[config.mk]
export PLATFORM = sky130hd
export DESIGN_NAME = imem_loader
export DESIGN_NICKNAME = d
export VERILOG_FILES = /design/src/rtl/imem_loader.sv
export SDC_FILE = /design/constraint.sdc
export NUM_CORES = 1
export LEC_CHECK = 0
export BUFFER_PORTS_ARGS = -buffer_cell sky130_fd_sc_hd__buf_2
export CORE_ASPECT_RATIO = 0.9
export CORE_UTILIZATION = 30
export CTS_BUF_LIST = sky130_fd_sc_hd__clkbuf_2
export CTS_CLUSTER_SIZE = 10
export DETAILED_ROUTE_END_ITERATION = 8
export HOLD_SLACK_MARGIN = 0.02
export PLACE_DENSITY = 0.52
export SETUP_SLACK_MARGIN = 0.4
export SYNTH_ARGS = -nofsm -noshare
export SYNTH_HDL_FRONTEND = slang
export SYNTH_SLANG_ARGS = --single-unit
[constraint.sdc]
create_clock -name clk -period 1.9 [get_ports clk]
set_input_delay 0.38 -clock clk [delete_from_list [all_inputs] [get_ports clk]]
set_output_delay 0.38 -clock clk [all_outputs]
set_load 0.03 [all_outputs]
[src/rtl/imem_loader.sv]
// Instruction-memory loader: big-endian byte stream -> one IMEM write per 32-bit word.
// Define IMEM_LOADER_CHECKSUM_EN to require a trailing XOR checksum byte per frame.
module imem_loader #(
   parameter int ADDR_W = 5
) (
   input  logic              clk,
   input  logic              rst,
   input  logic [7:0]        in_data,
   input  logic              in_valid,
   output logic              in_ready,
   input  logic              restart,
   output logic              wr_en,
   output logic [ADDR_W-1:0] wr_addr,
   output logic [31:0]       wr_data,
   output logic              cpu_hold,
   output logic              done,
   output logic              error
);

   localparam int unsigned DEPTH = 2**ADDR_W;

   // S_FLUSH spans the cycle in which the final word is being written, so the
   // core is only released once that word has landed.
   typedef enum logic [2:0] {
      S_IDLE,
      S_LOAD,
`ifdef IMEM_LOADER_CHECKSUM_EN
      S_CHECK,
`endif
      S_FLUSH,
      S_DONE,
      S_ERROR
   } state_t;

   state_t            r_state;
   state_t            w_state_nxt;
   logic              r_in_ready;
   logic              r_done;
   logic              r_error;
   logic              r_cpu_hold;
   logic              w_ready_nxt;
   logic              w_done_nxt;
   logic              w_error_nxt;
   logic              w_hold_nxt;

   logic [1:0]        r_byte_cnt;
   logic [ADDR_W:0]   r_index;
   logic [ADDR_W:0]   r_count;
   logic [23:0]       r_word;
   logic              r_wr_en;
   logic [ADDR_W-1:0] r_wr_addr;
   logic [31:0]       r_wr_data;
`ifdef IMEM_LOADER_CHECKSUM_EN
   logic [7:0]        r_xor;
`endif

   logic              w_accept;
   logic              w_word_end;
   logic              w_last_word;
   logic              w_count_bad;
   logic [ADDR_W:0]   w_index_inc;

   assign w_accept    = in_valid && r_in_ready;
   assign w_word_end  = w_accept && (r_byte_cnt == 2'd3);
   assign w_index_inc = r_index + 1'b1;
   assign w_last_word = w_word_end && (w_index_inc == r_count);
   assign w_count_bad = (in_data == 8'd0) || (32'(in_data) > DEPTH);

   always_comb begin
      // NOTE: every variable gets a default first so no path can infer a latch.
      w_state_nxt = r_state;
      w_ready_nxt = 1'b0;
      w_done_nxt  = 1'b0;
      w_error_nxt = 1'b0;
      w_hold_nxt  = 1'b1;
      case (r_state)
         S_IDLE:  if (w_accept) w_state_nxt = w_count_bad ? S_ERROR : S_LOAD;
`ifdef IMEM_LOADER_CHECKSUM_EN
         S_LOAD:  if (w_last_word) w_state_nxt = S_CHECK;
         S_CHECK: if (w_accept) w_state_nxt = (in_data == r_xor) ? S_FLUSH : S_ERROR;
`else
         S_LOAD:  if (w_last_word) w_state_nxt = S_FLUSH;
`endif
         S_FLUSH: w_state_nxt = S_DONE;
         S_DONE:  if (restart) w_state_nxt = S_IDLE;
         S_ERROR: if (restart) w_state_nxt = S_IDLE;
         default: w_state_nxt = S_IDLE;
      endcase

      // Status outputs are decoded from the next state so they can be registered.
      case (w_state_nxt)
         S_IDLE:  w_ready_nxt = 1'b1;
         S_LOAD:  w_ready_nxt = 1'b1;
`ifdef IMEM_LOADER_CHECKSUM_EN
         S_CHECK: w_ready_nxt = 1'b1;
`endif
         S_DONE: begin
            w_done_nxt = 1'b1;
            w_hold_nxt = 1'b0;
         end
         S_ERROR: w_error_nxt = 1'b1;
         default: w_ready_nxt = 1'b0;
      endcase
   end

   // NOTE: sequential state uses non-blocking assignments so every flop samples pre-edge values.
   always_ff @(posedge clk or negedge rst) begin
      if (!rst) begin
         r_state    <= S_IDLE;
         r_in_ready <= 1'b1;
         r_done     <= 1'b0;
         r_error    <= 1'b0;
         r_cpu_hold <= 1'b1;
      end else begin
         r_state    <= w_state_nxt;
         r_in_ready <= w_ready_nxt;
         r_done     <= w_done_nxt;
         r_error    <= w_error_nxt;
         r_cpu_hold <= w_hold_nxt;
      end
   end

   always_ff @(posedge clk or negedge rst) begin
      if (!rst) begin
         r_byte_cnt <= '0;
         r_index    <= '0;
         r_count    <= '0;
         r_word     <= '0;
         r_wr_en    <= 1'b0;
         r_wr_addr  <= '0;
         r_wr_data  <= '0;
`ifdef IMEM_LOADER_CHECKSUM_EN
         r_xor      <= '0;
`endif
      end else begin
         r_wr_en <= 1'b0;
         if (r_state == S_IDLE) begin
            r_byte_cnt <= '0;
            r_index    <= '0;
`ifdef IMEM_LOADER_CHECKSUM_EN
            r_xor      <= '0;
`endif
            if (w_accept) r_count <= (ADDR_W+1)'(in_data);
         end else if ((r_state == S_LOAD) && w_accept) begin
            // The 2-bit byte counter wraps 3 -> 0, which clears it at each word end.
            r_word     <= {r_word[15:0], in_data};
            r_byte_cnt <= r_byte_cnt + 2'd1;
`ifdef IMEM_LOADER_CHECKSUM_EN
            r_xor      <= r_xor ^ in_data;
`endif
            if (w_word_end) begin
               r_wr_en   <= 1'b1;
               r_wr_addr <= r_index[ADDR_W-1:0];
               r_wr_data <= {r_word, in_data};
               r_index   <= w_index_inc;
            end
         end
      end
   end

   assign in_ready = r_in_ready;
   assign done     = r_done;
   assign error    = r_error;
   assign cpu_hold = r_cpu_hold;
   assign wr_en    = r_wr_en;
   assign wr_addr  = r_wr_addr;
   assign wr_data  = r_wr_data;

endmodule

# Yosys cells after proc, flatten, opt, wreduce, memory -nomap -nowiden
# Index checks and enable logic that the tools add are counted.
word_totals:
  regBits: 83
  output_inout_bits: 42
op_classes:
  reduce_logical: 16
  n_mux: 17
  n_lt_le_gt_ge: 1
  n_bitwise: 1
  add_sub_neg: 2
  eq_ne: 9
op_table:
  columns: ["op", "n"]
  rows:
  - ["$mux 6", 3]
  - ["$mux 3", 4]
  - ["$pmux 3 s4", 1]
  - ["$eq 3x2->1 const B", 3]
  - ["$gt 8x6->1 const B", 1]
  - ["$logic_not 8->1", 1]
  - ["$mux 1", 7]
  - ["$add 6x1->6 const B", 1]
  - ["$eq 3x1->1 const B", 2]
  - ["$eq 3x3->1 const B", 2]
  - ["$eq 6x6->1", 1]
  - ["$logic_not 3->1", 2]
  - ["$reduce_and 2->1", 3]
  - ["$logic_and 1x1->1", 4]
  - ["$mux 2", 2]
  - ["$reduce_bool 2->1", 2]
  - ["$reduce_or 2->1", 2]
  - ["$reduce_and 3->1", 1]
  - ["$add 2x1->2 const B", 1]
  - ["$eq 2x2->1 const B", 1]
  - ["$logic_or 1x1->1", 1]
  - ["$not 1->1", 1]

# Logic depth before layout (Yosys ltp)
# Gate-level depths: netlist of the first run.
logic_depth:
  word_depth: 8
  depth_mapped: 8

# Worst setup path after synthesis of the first run
# Ideal clock, no wire load.
synth_path:
  kind: "register to register"
  from: "register r_state[1]"
  to: "register r_word[15]"
  required_time_ps: 1775
  path_slack_ps: 260
  synth_period_minus_slack_ps: 1640
  arrival_ps: 1515
  path_stages_with_launch: 5
  setup_ps: 125
  path_cell_list: "dfrtp_1 > or3b_4 > nor2_4 > buf_4 > mux2_2"
synth_via:
  elab_chain_cells: 3
synth_rtl:
  columns: ["item", "line_no", "text"]
  rows:
  - ["from (decl)", "35", "state_t r_state;"]
  - ["from (signal assigned)", "115", "r_state <= w_state_nxt;"]
  - ["$eq 3x1->1 or $logic_not 3->1 (tied branches)", "144, 137", null]
  - ["$logic_and 1x1->1 or $not 1->1 (tied branches)", null, null]
  - ["$reduce_and 2->1 (no line) *", null, null]
  - ["to (signal assigned)", "146", "r_word <= {r_word[15:0], in_data};"]
  - ["to (decl)", "49", "logic [23:0] r_word;"]
# Every way passes the cells marked *; elsewhere a longest branch is shown, timed or not.
# A chain may end at the register's enable or synchronous reset.

# Final worst setup path of the first run
layout_path:
  from: "register r_state[2]"
  to: "register r_word[3]"
# The elaborated chain is that of the path after synthesis.

==> flow_metrics.env, run 1 <==
export IMPL_startpoint_type="flop"
export IMPL_ir_worst_vdd_v=0.000681
export IMPL_hold_class="input pin to flop"
export IMPL_clkLatencyLatePin_ns=0.52
export IMPL_setup_tns_ns=0
export IMPL_wirelength_mm=7.70
export IMPL_avgSynthCellArea_um2=11.0
export IMPL_hold_viol=0
export IMPL_h_tree_depth=3
export IMPL_clkTransAtPathRegs_ns=0.22
export IMPL_whs_ns=0.0960
export IMPL_die_h_um=103
export IMPL_grt_overflow_total=0
export IMPL_synth_seq_cells=83
export IMPL_cts_num_sinks=83
export IMPL_track_usage_pct=13.8
export IMPL_slew_headroom_pct=61.8
export IMPL_slew_viol_final=0
export IMPL_io_buffers=53
export IMPL_hpwl_mm=5.01
export IMPL_clock_skew_final_ns=0.0208
export IMPL_yosysSeqAreaShare_pct=61.4
export IMPL_cts_inserted_buffers=9
export IMPL_cts_buffer_depth=2
export IMPL_arrival_ns=2.14
export IMPL_root_buffer="clkbuf_2"
export IMPL_cts_tree="yes"
export IMPL_antenna_cells=0
export IMPL_period_minus_slack_ns=1.72
export IMPL_p_leak_nw=2.35
export IMPL_core_area_mm2=0.0109
export IMPL_final_cell_mix="nand2_1 (120), dfrtp_1 (76), buf_6 (45)"
export IMPL_setup_viol=0
export IMPL_path_max_fanout=6
export IMPL_synth_nets=322
export IMPL_final_cells=558
export IMPL_avgViaCountPerCell=4.42
export IMPL_syn_area_mm2=0.00338
export IMPL_initial_core_util_pct=31.0
export IMPL_place_area_mm2=0.00392
export IMPL_yosysWarnings=0
export IMPL_max_cap_violations=0
export IMPL_worst_setup_path_type="flop to flop"
export IMPL_async_flop_share_pct=100
export IMPL_synth_edff_count=0
export IMPL_first_iter_violations=123
export IMPL_rows=36
export IMPL_fmax_ghz=0.583
export IMPL_synthCells=308
export IMPL_grt_pass1_wl_mm=12.2
export IMPL_fin_crit_sh_pct=90.3
export IMPL_worstSetupEndpointType="flop"
export IMPL_dp_cells=507
export IMPL_rsz0062_at_grt="true"
export IMPL_dr_pass1_iters=4
export IMPL_die_area_mm2=0.0117
export IMPL_worstPathRequired_ns=2.32
export IMPL_drcViolationCount=0
export IMPL_grt_max_degree=41
export IMPL_io_pins=54
export IMPL_nets=416
export IMPL_finalInstanceArea_mm2=0.00478
export IMPL_p_total_mw=7.09
export IMPL_status="complete, no violations"
export IMPL_p_per_area_mw_per_mm2=1480
export IMPL_drive_gt1_share_pct=38.9
export IMPL_areaGrowthSynthToFinish_pct=41.3
export IMPL_yosysUniqueCellTypes=39
export IMPL_fp_dieW_um=114
export IMPL_grt_pass1_vias=2396
export IMPL_yosys_most_used_dff="dfrtp_1"
export IMPL_place_gp_congestion=0.773
export IMPL_vias=2469
export IMPL_tightest_slew_ns=0.568
export IMPL_final_common_cell="nand2_1"
export IMPL_ant_nets=0
export IMPL_grt_antenna_before_repair=0
export IMPL_routedWlPerCell_um=13.8
stage by stage:
stage	utilization [%]	setup slack, ns
after detailed placement	36.0	0.0921
after global placement	36.0	0.157
after global routing	43.9	0.122
after CTS	42.6	0.178
after floorplan	-	0.266
final	43.9	0.184
where the power goes:
| part | switching, mW | internal, mW |
|---|---|---|
| combinational | 1.39 | 1.53 |
| clock | 0.588 | 0.564 |
| sequential | 0.559 | 2.46 |
final cells by class:
| class | count | area, um2 |
|---|---|---|
| fill | 1044 | 6120 |
| multi-input combinational | 208 | 1310 |
| timing repair buffer | 97 | 1020 |
| clock inverter | 5 | 103 |
| clock buffer | 10 | 50.0 |
| inverter | 3 | 23.8 |
| tap | 152 | 190 |
| sequential | 83 | 2090 |
cell families after synthesis:
| logic type | after synthesis | synth area share [%] |
|---|---|---|
| flops | 83 | 61.4 |
| mux | 32 | 10.6 |
| compound gates | 18 | 3.44 |
| simple gates | 148 | 18.3 |
| xor+xnor | 8 | 2.48 |
| fa+ha+maj | 2 | 0.739 |
| buf+inv | 17 | 3.07 |
registers in the layout, indices dropped and copies added, names as in the netlist, 2 cells and up:
name,count
r_index,6
wr_addr,5
r_word,24
r_byte_cnt,2
r_count,6
r_state,3
wr_data,32
cell usage after synthesis, drive strengths merged, types with 3 or more instances:
cell type	number	share of area (%)
nand2	120	13
dfrtp	81	60
mux2	30	10
buf	14	2.7
nor2	10	1.4
o21ai	7	1.0
xor2	4	1.0
nand3	3	0.44
nor3	3	0.44
o31ai	3	0.67
xnor2	3	0.78
per-layer routing:
layer / GRT usage [%] / share of wire (%)
met3: 3.23 / 3.2
met2: 20.7 / 44
met4: 4.50 / 0.91
met5: 0 / 0
met1: 19.6 / 52
worst paths after layout:
| path | slack (ns) | end | cells past startpoint | startpoint |
|---|---|---|---|---|
| min in group asynchronous | 0.32 | r_word[10]$_DFFE_PN0P_ | 2 | rst |
| max reg2reg | 0.18 | r_word[3]$_DFFE_PN0P_ | 5 | r_state[2]$_DFF_PN0_ |
| max in group asynchronous | 1.00 | r_word[5]$_DFFE_PN0P_ | 3 | rst |
| max | 0.18 | r_word[3]$_DFFE_PN0P_ | 5 | r_state[2]$_DFF_PN0_ |
| min | 0.1 | wr_data[7]$_DFFE_PN0P_ | 3 | in_data[7] |
| min reg2reg | 0.49 | wr_data[25]$_DFFE_PN0P_ | 2 | r_word[17]$_DFFE_PN0P_ |
timing repair:
item,4_1_cts,5_1_grt
hold buffers,1,2
endpoints found under the setup margin,121,123
cloned,1,2
resized for setup,97,10
pin swaps,11,1
hold endpoints to repair,30,2
buffers inserted,26,4
critical path: stages (launching register included):
cell and delay [ns]:
dfrtp_1 0.46, or3b_4 0.42, nor2_4 0.16, buf_12 0.13, clkbuf_16 0.14, mux2_2 0.32
Power figures use the tool's default switching activity.
==> inputs of run 2 (changes only) <==
--- a/config.mk
+++ b/config.mk
@@ -7,3 +7,4 @@
 export LEC_CHECK = 0
-export BUFFER_PORTS_ARGS = -buffer_cell sky130_fd_sc_hd__buf_2
+export ABC_AREA = 1
+export BUFFER_PORTS_ARGS = -buffer_cell sky130_fd_sc_hd__clkbuf_2
 export CORE_ASPECT_RATIO = 0.9
==> constraint.sdc (replaced) <==
create_clock -name clk -period 1.9 [get_ports clk]
set_input_delay 0.095 -clock clk [delete_from_list [all_inputs] [get_ports clk]]
set_output_delay 0.095 -clock clk [all_outputs]
set_load 0.03 [all_outputs]
==> flow_metrics.env, run 2 <==
export IMPL_grt_overflow_total=0
export IMPL_routedWlPerCell_um=12.8
export IMPL_synthCells=358
export IMPL_async_flop_share_pct=100
export IMPL_worstSetupEndpointType="flop"
export IMPL_drcViolationCount=0
export IMPL_nets=444
export IMPL_n_fill_cell=1099
export IMPL_rsz0062_at_grt="true"
export IMPL_ir_worst_vdd_v=0.000283
export IMPL_power_switching_mw=1.35
export IMPL_place_gp_congestion=0.818
export IMPL_path_cells="nand2_4, nor2_4, nand3_2, nor2_4, nand3_4, nor2_4, nand2_1, nand2_1, nand3_1"
export IMPL_clock_skew_final_ns=0.0154
export IMPL_seqPwrFrac_pct=54.9
export IMPL_fmax_ghz=0.669
export IMPL_cts_num_sinks=83
export IMPL_grt_antenna_before_repair=0
export IMPL_vias=2523
export IMPL_fin_crit_sh_pct=78.6
export IMPL_internal_power_mw=2.85
export IMPL_yosysWarnings=0
export IMPL_avgSynthCellArea_um2=9.36
export IMPL_wirelength_mm=7.52
export IMPL_multi_input_area_mm2=0.00107
export IMPL_ant_nets=0
export IMPL_crit_top_cell="nor2_4"
export IMPL_synth_top_area_share_pct=60.5
export IMPL_comb_power_share_pct=20.9
export IMPL_track_usage_pct=13.9
export IMPL_antenna_cells=0
export IMPL_clkTransAtPathRegs_ns=0.21
export IMPL_worstPathRequired_ns=2.31
export IMPL_final_cell_mix="nand2_1 (97), dfrtp_1 (81), clkbuf_2 (62)"
export IMPL_synth_most_common_cell="nand2_1"
export IMPL_yosys_top_cells_count="nand2_1 (102), dfrtp_1 (81), o21ai_0 (44)"
export IMPL_hpwl_mm=5.13
export IMPL_slew_viol_final=0
export IMPL_grt_pass1_vias=2404
export IMPL_cpMaxStageDelayCell="dfstp_2"
export IMPL_p_sw_share_pct=32.1
export IMPL_final_common_cell="nand2_1"
export IMPL_synth_nets=372
export IMPL_path_max_fanout=3
export IMPL_fp_dieW_um=113
export IMPL_max_cap_violations=0
export IMPL_drive_gt1_share_pct=24.6
export IMPL_yosys_most_used_dff="dfrtp_1"
export IMPL_avgViaCountPerCell=4.30
export IMPL_yosysUniqueCellTypes=26
export IMPL_slew_headroom_pct=73.8
export IMPL_io_buffers=53
export IMPL_synth_edff_count=0
export IMPL_hold_viol=0
export IMPL_dr_pass1_iters=5
export IMPL_syn_area_mm2=0.00335
export IMPL_p_clk_share_pct=24.2
export IMPL_clkLatencyLatePin_ns=0.51
export IMPL_h_tree_depth=3
export IMPL_die_area_mm2=0.0116
export IMPL_yosysSeqAreaShare_pct=62.0
export IMPL_cts_inserted_buffers=9
export IMPL_utilization_pct=38.4
export IMPL_rows=36
export IMPL_areaGrowthSynthToFinish_pct=24.2
export IMPL_p_per_area_mw_per_mm2=1010
export IMPL_startpoint_type="flop"
export IMPL_root_buffer="clkbuf_2"
export IMPL_status="complete, no violations"
export IMPL_die_h_um=102
export IMPL_synth_largest_area_cell="dfrtp_1"
export IMPL_synth_seq_cells=83
export IMPL_tightest_slew_ns=0.393
export IMPL_crit_path_max_incr_delay_ns=0.61
export IMPL_io_pins=54
export IMPL_ys_top_cells_by_area="dfrtp_1 (60%), nand2_1 (11%), o21ai_0 (6.6%)"
export IMPL_core_area_mm2=0.0109
export IMPL_cts_buffer_depth=2
export IMPL_initial_core_util_pct=30.9
export IMPL_largest_register_ffs=32
export IMPL_setup_viol=0
export IMPL_grt_max_degree=51
export IMPL_setup_tns_ns=0
export IMPL_crit_family="simple AND/OR/NAND/NOR gates"
export IMPL_first_iter_violations=162
export IMPL_grt_pass1_wl_mm=12.4
export IMPL_period_minus_slack_ns=1.49
export IMPL_worst_setup_path_type="flop to flop"
export IMPL_p_leak_nw=2.06
export IMPL_cts_tree="yes"
export IMPL_cp_buffers_inverters=0
export IMPL_hold_class="input pin to asynchronous set/reset pin"
export IMPL_seq_area_mm2=0.00208
export IMPL_arrival_ns=1.91
[run 2: kinds of logic (layout without fill, tap and decap cells)]
| logic type | count (synthesis) | after routing | share of synthesized area [%] |
|---|---|---|---|
| and+or+nand+nor | 135 | 135 | 17.8 |
| DFF | 83 | 83 | 62.0 |
| AOI/OAI and AO/OA | 75 | 75 | 11.4 |
| buffers and inverters | 62 | 139 | 7.73 |
| adders and majority gates | 2 | 2 | 0.746 |
| xor gates and xnor gates | 1 | 1 | 0.261 |
[run 2: tightest hold or removal path, cell delays in order]
cell and delay, ns:
dlygate4sd3_1 0.52, buf_4 0.19, buf_12 0.20
[run 2: power by group through the flow]
stage / clock, mW / sequential [mW] / combinational [mW]
6_report: 1.02 / 2.31 / 0.879
5_1_grt: 1.13 / 2.36 / 1.02
3_3_place_gp: 0 / 2.33 / 0.822
3_5_place_dp: 0 / 2.34 / 0.828
2_1_floorplan: 0 / 2.34 / 0.551
4_1_cts: 1.07 / 2.31 / 0.871
[run 2: cell type report]
cell class / instances / share of cell area, %
inverters: 49 / 4.42
multi-input cells: 213 / 25.6
flip-flops and latches: 83 / 49.9
clock buffers: 10 / 1.20
repair buffers: 74 / 12.3
well taps: 152 / 4.57
clock inverters: 6 / 1.92
[run 2: layer usage]
layer / global-route usage, % / vias to the layer above / wire, um
met5: 0 / - / 0
met4: 6.38 / 0 / 121
met3: 2.25 / 10 / 293
met2: 20.2 / 58 / 3180
met1: 20.3 / 1169 / 3920
li1: - / 1286 / -
[run 2: path summary, 6_finish.rpt]
path,startpoint,end,slack [ns],depth (start not counted)
max,in_ready$_DFF_PN1_,r_state[0]$_DFF_PN0_,0.41,9
min,rst,wr_addr[1]$_DFFE_PN0P_,0.11,3
max reg2reg,in_ready$_DFF_PN1_,r_state[0]$_DFF_PN0_,0.41,9
min reg2reg,r_word[14]$_DFFE_PN0P_,r_word[22]$_DFFE_PN0P_,0.50,2
max in group asynchronous,rst,r_index[3]$_DFFE_PN0P_,1.55,3
min in group clk,in_data[7],wr_data[7]$_DFFE_PN0P_,0.36,4
[run 2: timing repair]
| action | 4_1_cts | 5_1_grt |
|---|---|---|
| hold endpoints to repair | 112 | 0 |
| gates resized for setup | 5 | 9 |
| setup buffers | 2 | 2 |
| endpoints found under the setup margin | 20 | 22 |
| pin swaps | 2 | 9 |
| hold buffers | 12 | 0 |
[run 2: metrics by stage]
stage	std cells	instance area, um2	hold slack [ns]	power (mW)	worst slack (ns)
2_1_floorplan	358	3350	-0.201	2.89	0.427
3_3_place_gp	555	3810	0.0462	3.15	0.405
3_5_place_dp	555	3810	0.0471	3.17	0.358
4_1_cts	585	4120	0.0638	4.24	0.392
5_1_grt	587	4160	0.0868	4.50	0.296
6_report	587	4160	0.111	4.21	0.406
==> inputs of run 3 (changes only) <==
ABC_AREA = 0   (was 1)
PLACE_DENSITY = 0.53   (was 0.52)
clock period = 1.2 ns   (was 1.9 ns; I/O delays follow)
==> flow_metrics.env, run 3 (synthesis results as in run 1) <==
export IMPL_ir_worst_vdd_v=0.00137
export IMPL_first_iter_violations=153
export IMPL_worst_setup_path_type="flop to flop"
export IMPL_startpoint_type="flop"
export IMPL_drcViolationCount=0
export IMPL_track_usage_pct=14.6
export IMPL_crit_family="simple AND/OR/NAND/NOR gates"
export IMPL_final_common_cell="nand2_1"
export IMPL_tightest_slew_ns=0.442
export IMPL_cp_startpoint="r_state[2]$_DFF_PN0_"
export IMPL_crit_path_max_incr_delay_ns=0.44
export IMPL_die_area_mm2=0.0117
export IMPL_worstSetupEndpointType="flop"
export IMPL_cpMaxStageDelayCell="dfrtp_1"
export IMPL_grt_pass1_wl_mm=13.1
export IMPL_max_cap_violations=0
export IMPL_root_buffer="clkbuf_2"
export IMPL_slew_viol_final=0
export IMPL_die_h_um=103
export IMPL_cts_inserted_buffers=9
export IMPL_io_pins=54
export IMPL_clock_skew_final_ns=0.0342
export IMPL_avgViaCountPerCell=4.40
export IMPL_final_cells=583
export IMPL_final_cell_mix="nand2_1 (103), dfrtp_1 (80), buf_4 (46)"
export IMPL_antenna_cells=0
export IMPL_r2r_end="r_word[6]$_DFFE_PN0P_"
export IMPL_reg2reg_slack_ns=-0.46
export IMPL_cp_buffers_inverters=1
export IMPL_slew_headroom_pct=70.6
export IMPL_status="finished with violations"
export IMPL_fmax_ghz=0.603
export IMPL_path_max_fanout=13
export IMPL_setup_tns_ns=-31.41
export IMPL_setup_slack_ns=-0.458
export IMPL_path_depth=4
export IMPL_fin_crit_sh_pct=138
export IMPL_clkTransAtPathRegs_ns=0.24
export IMPL_dr_pass1_iters=5
export IMPL_place_gp_congestion=0.747
export IMPL_io_buffers=53
export IMPL_cts_buffer_depth=2
export IMPL_critPathCapture="r_word[6]$_DFFE_PN0P_"
export IMPL_core_area_mm2=0.0109
export IMPL_p_leak_nw=2.61
export IMPL_wirelength_mm=7.98
export IMPL_path_cells="or3b_4, nor2_4, clkbuf_16, mux2_2"
export IMPL_r2r_start="r_state[2]$_DFF_PN0_"
export IMPL_routedWlPerCell_um=13.7
export IMPL_nets=440
export IMPL_arrival_ns=2.12
export IMPL_cts_tree="yes"
export IMPL_rsz0062_at_grt="true"
export IMPL_hold_class="input pin to asynchronous set/reset pin"
export IMPL_initial_core_util_pct=31.0
export IMPL_hpwl_mm=5.02
export IMPL_rr_worst_depth=4
export IMPL_rows=36
export IMPL_whs_ns=0.0441
export IMPL_violations="negative setup slack"
export IMPL_fp_dieW_um=114
export IMPL_period_minus_slack_ns=1.66
export IMPL_drive_gt1_share_pct=43.9
export IMPL_p_per_area_mw_per_mm2=2300
export IMPL_cts_num_sinks=83
export IMPL_grt_max_degree=84
export IMPL_largest_register_ffs=32
export IMPL_areaGrowthSynthToFinish_pct=53.5
export IMPL_grt_overflow_total=0
export IMPL_dp_cells=531
export IMPL_clkLatencyLatePin_ns=0.53
export IMPL_worstPathRequired_ns=1.66
export IMPL_grt_antenna_before_repair=0
export IMPL_vias=2565
export IMPL_ant_nets=0
export IMPL_grt_pass1_vias=2502
export IMPL_hold_viol=0
export IMPL_h_tree_depth=3
export IMPL_setup_viol=88
run 3: cell types whose count changed in the layout (fill, tap and decap cells not counted), moves of 20 or more:
cell,change
mux2_4,+20
o21ai_0,-43
o21ai_1,-22
buf_8,+41
buf_4,+41
clkbuf_2,-42
inv_1,-41
run 3: area by class of cell:
class	count	area, um2
repair buffers	121	1360
clock buffers	10	50.0
inverters	3	23.8
multi-input cells	208	1410
flip-flops and latches	83	2080
fillers	1015	5700
well taps	152	190
clock inverters	6	87.6
run 3: report_power, final:
part,internal (mW),switching [mW],total [mW],leakage [nW]
clock,0.696,0.983,1.68,0.0762
combinational,3.08,2.26,5.34,1.48
sequential,3.90,1.02,4.91,1.05
total,7.67,4.26,11.9,2.61
run 3: worst reg2reg max path: stages, from the launching register on:
cell,delay (ns)
dfrtp_1,0.44
or3b_4,0.43
nor2_4,0.17
clkbuf_16,0.22
mux2_2,0.35
run 3: worst min-delay path by stage:
stage | from | to | slack [ns] | cells after the start
final | rst | wr_data[27]$_DFFE_PN0P_ | 0.04 | 3
after global routing | rst | wr_data[30]$_DFFE_PN0P_ | 0.03 | 3
after CTS | in_data[5] | error$_DFF_PN0_ | 0.01 | 4
after detailed placement | rst | wr_data[30]$_DFFE_PN0P_ | 0.13 | 2
after global placement | rst | wr_data[27]$_DFFE_PN0P_ | 0.13 | 2
after floorplan | rst | done$_DFF_PN0_ | -0.24 | 0
run 3: what timing repair did:
item | in CTS | in global routing
pin swaps | 2 | 22
resized for setup | 97 | 79
gates cloned | 1 | 2
hold buffers | 11 | 0
setup endpoints to repair | 125 | 125
buffers inserted | 14 | 8
endpoints found under the hold margin | 112 | 0
run 3: layer usage:
| metal | global-route usage [%] | routed length (um) | vias up |
|---|---|---|---|
| li1 | - | - | 1253 |
| met2 | 22.4 | 3700 | 53 |
| met5 | 0 | 0 | - |
| met1 | 20.6 | 3910 | 1249 |
| met4 | 5.99 | 115 | 0 |
| met3 | 2.59 | 251 | 10 |
run 3: metrics by stage:
step / power [mW] / area, um2 / utilization [%] / setup slack, ns
final: 11.9 / 5200 / 47.7 / -0.458
after global routing: 12.7 / 5200 / 47.7 / -0.500
after CTS: 11.3 / 4910 / 45.0 / -0.456
after detailed placement: 8.36 / 4120 / 37.8 / -0.493
after global placement: 8.27 / 4120 / 37.8 / -0.456
after floorplan: 7.02 / 3500 / - / -0.434
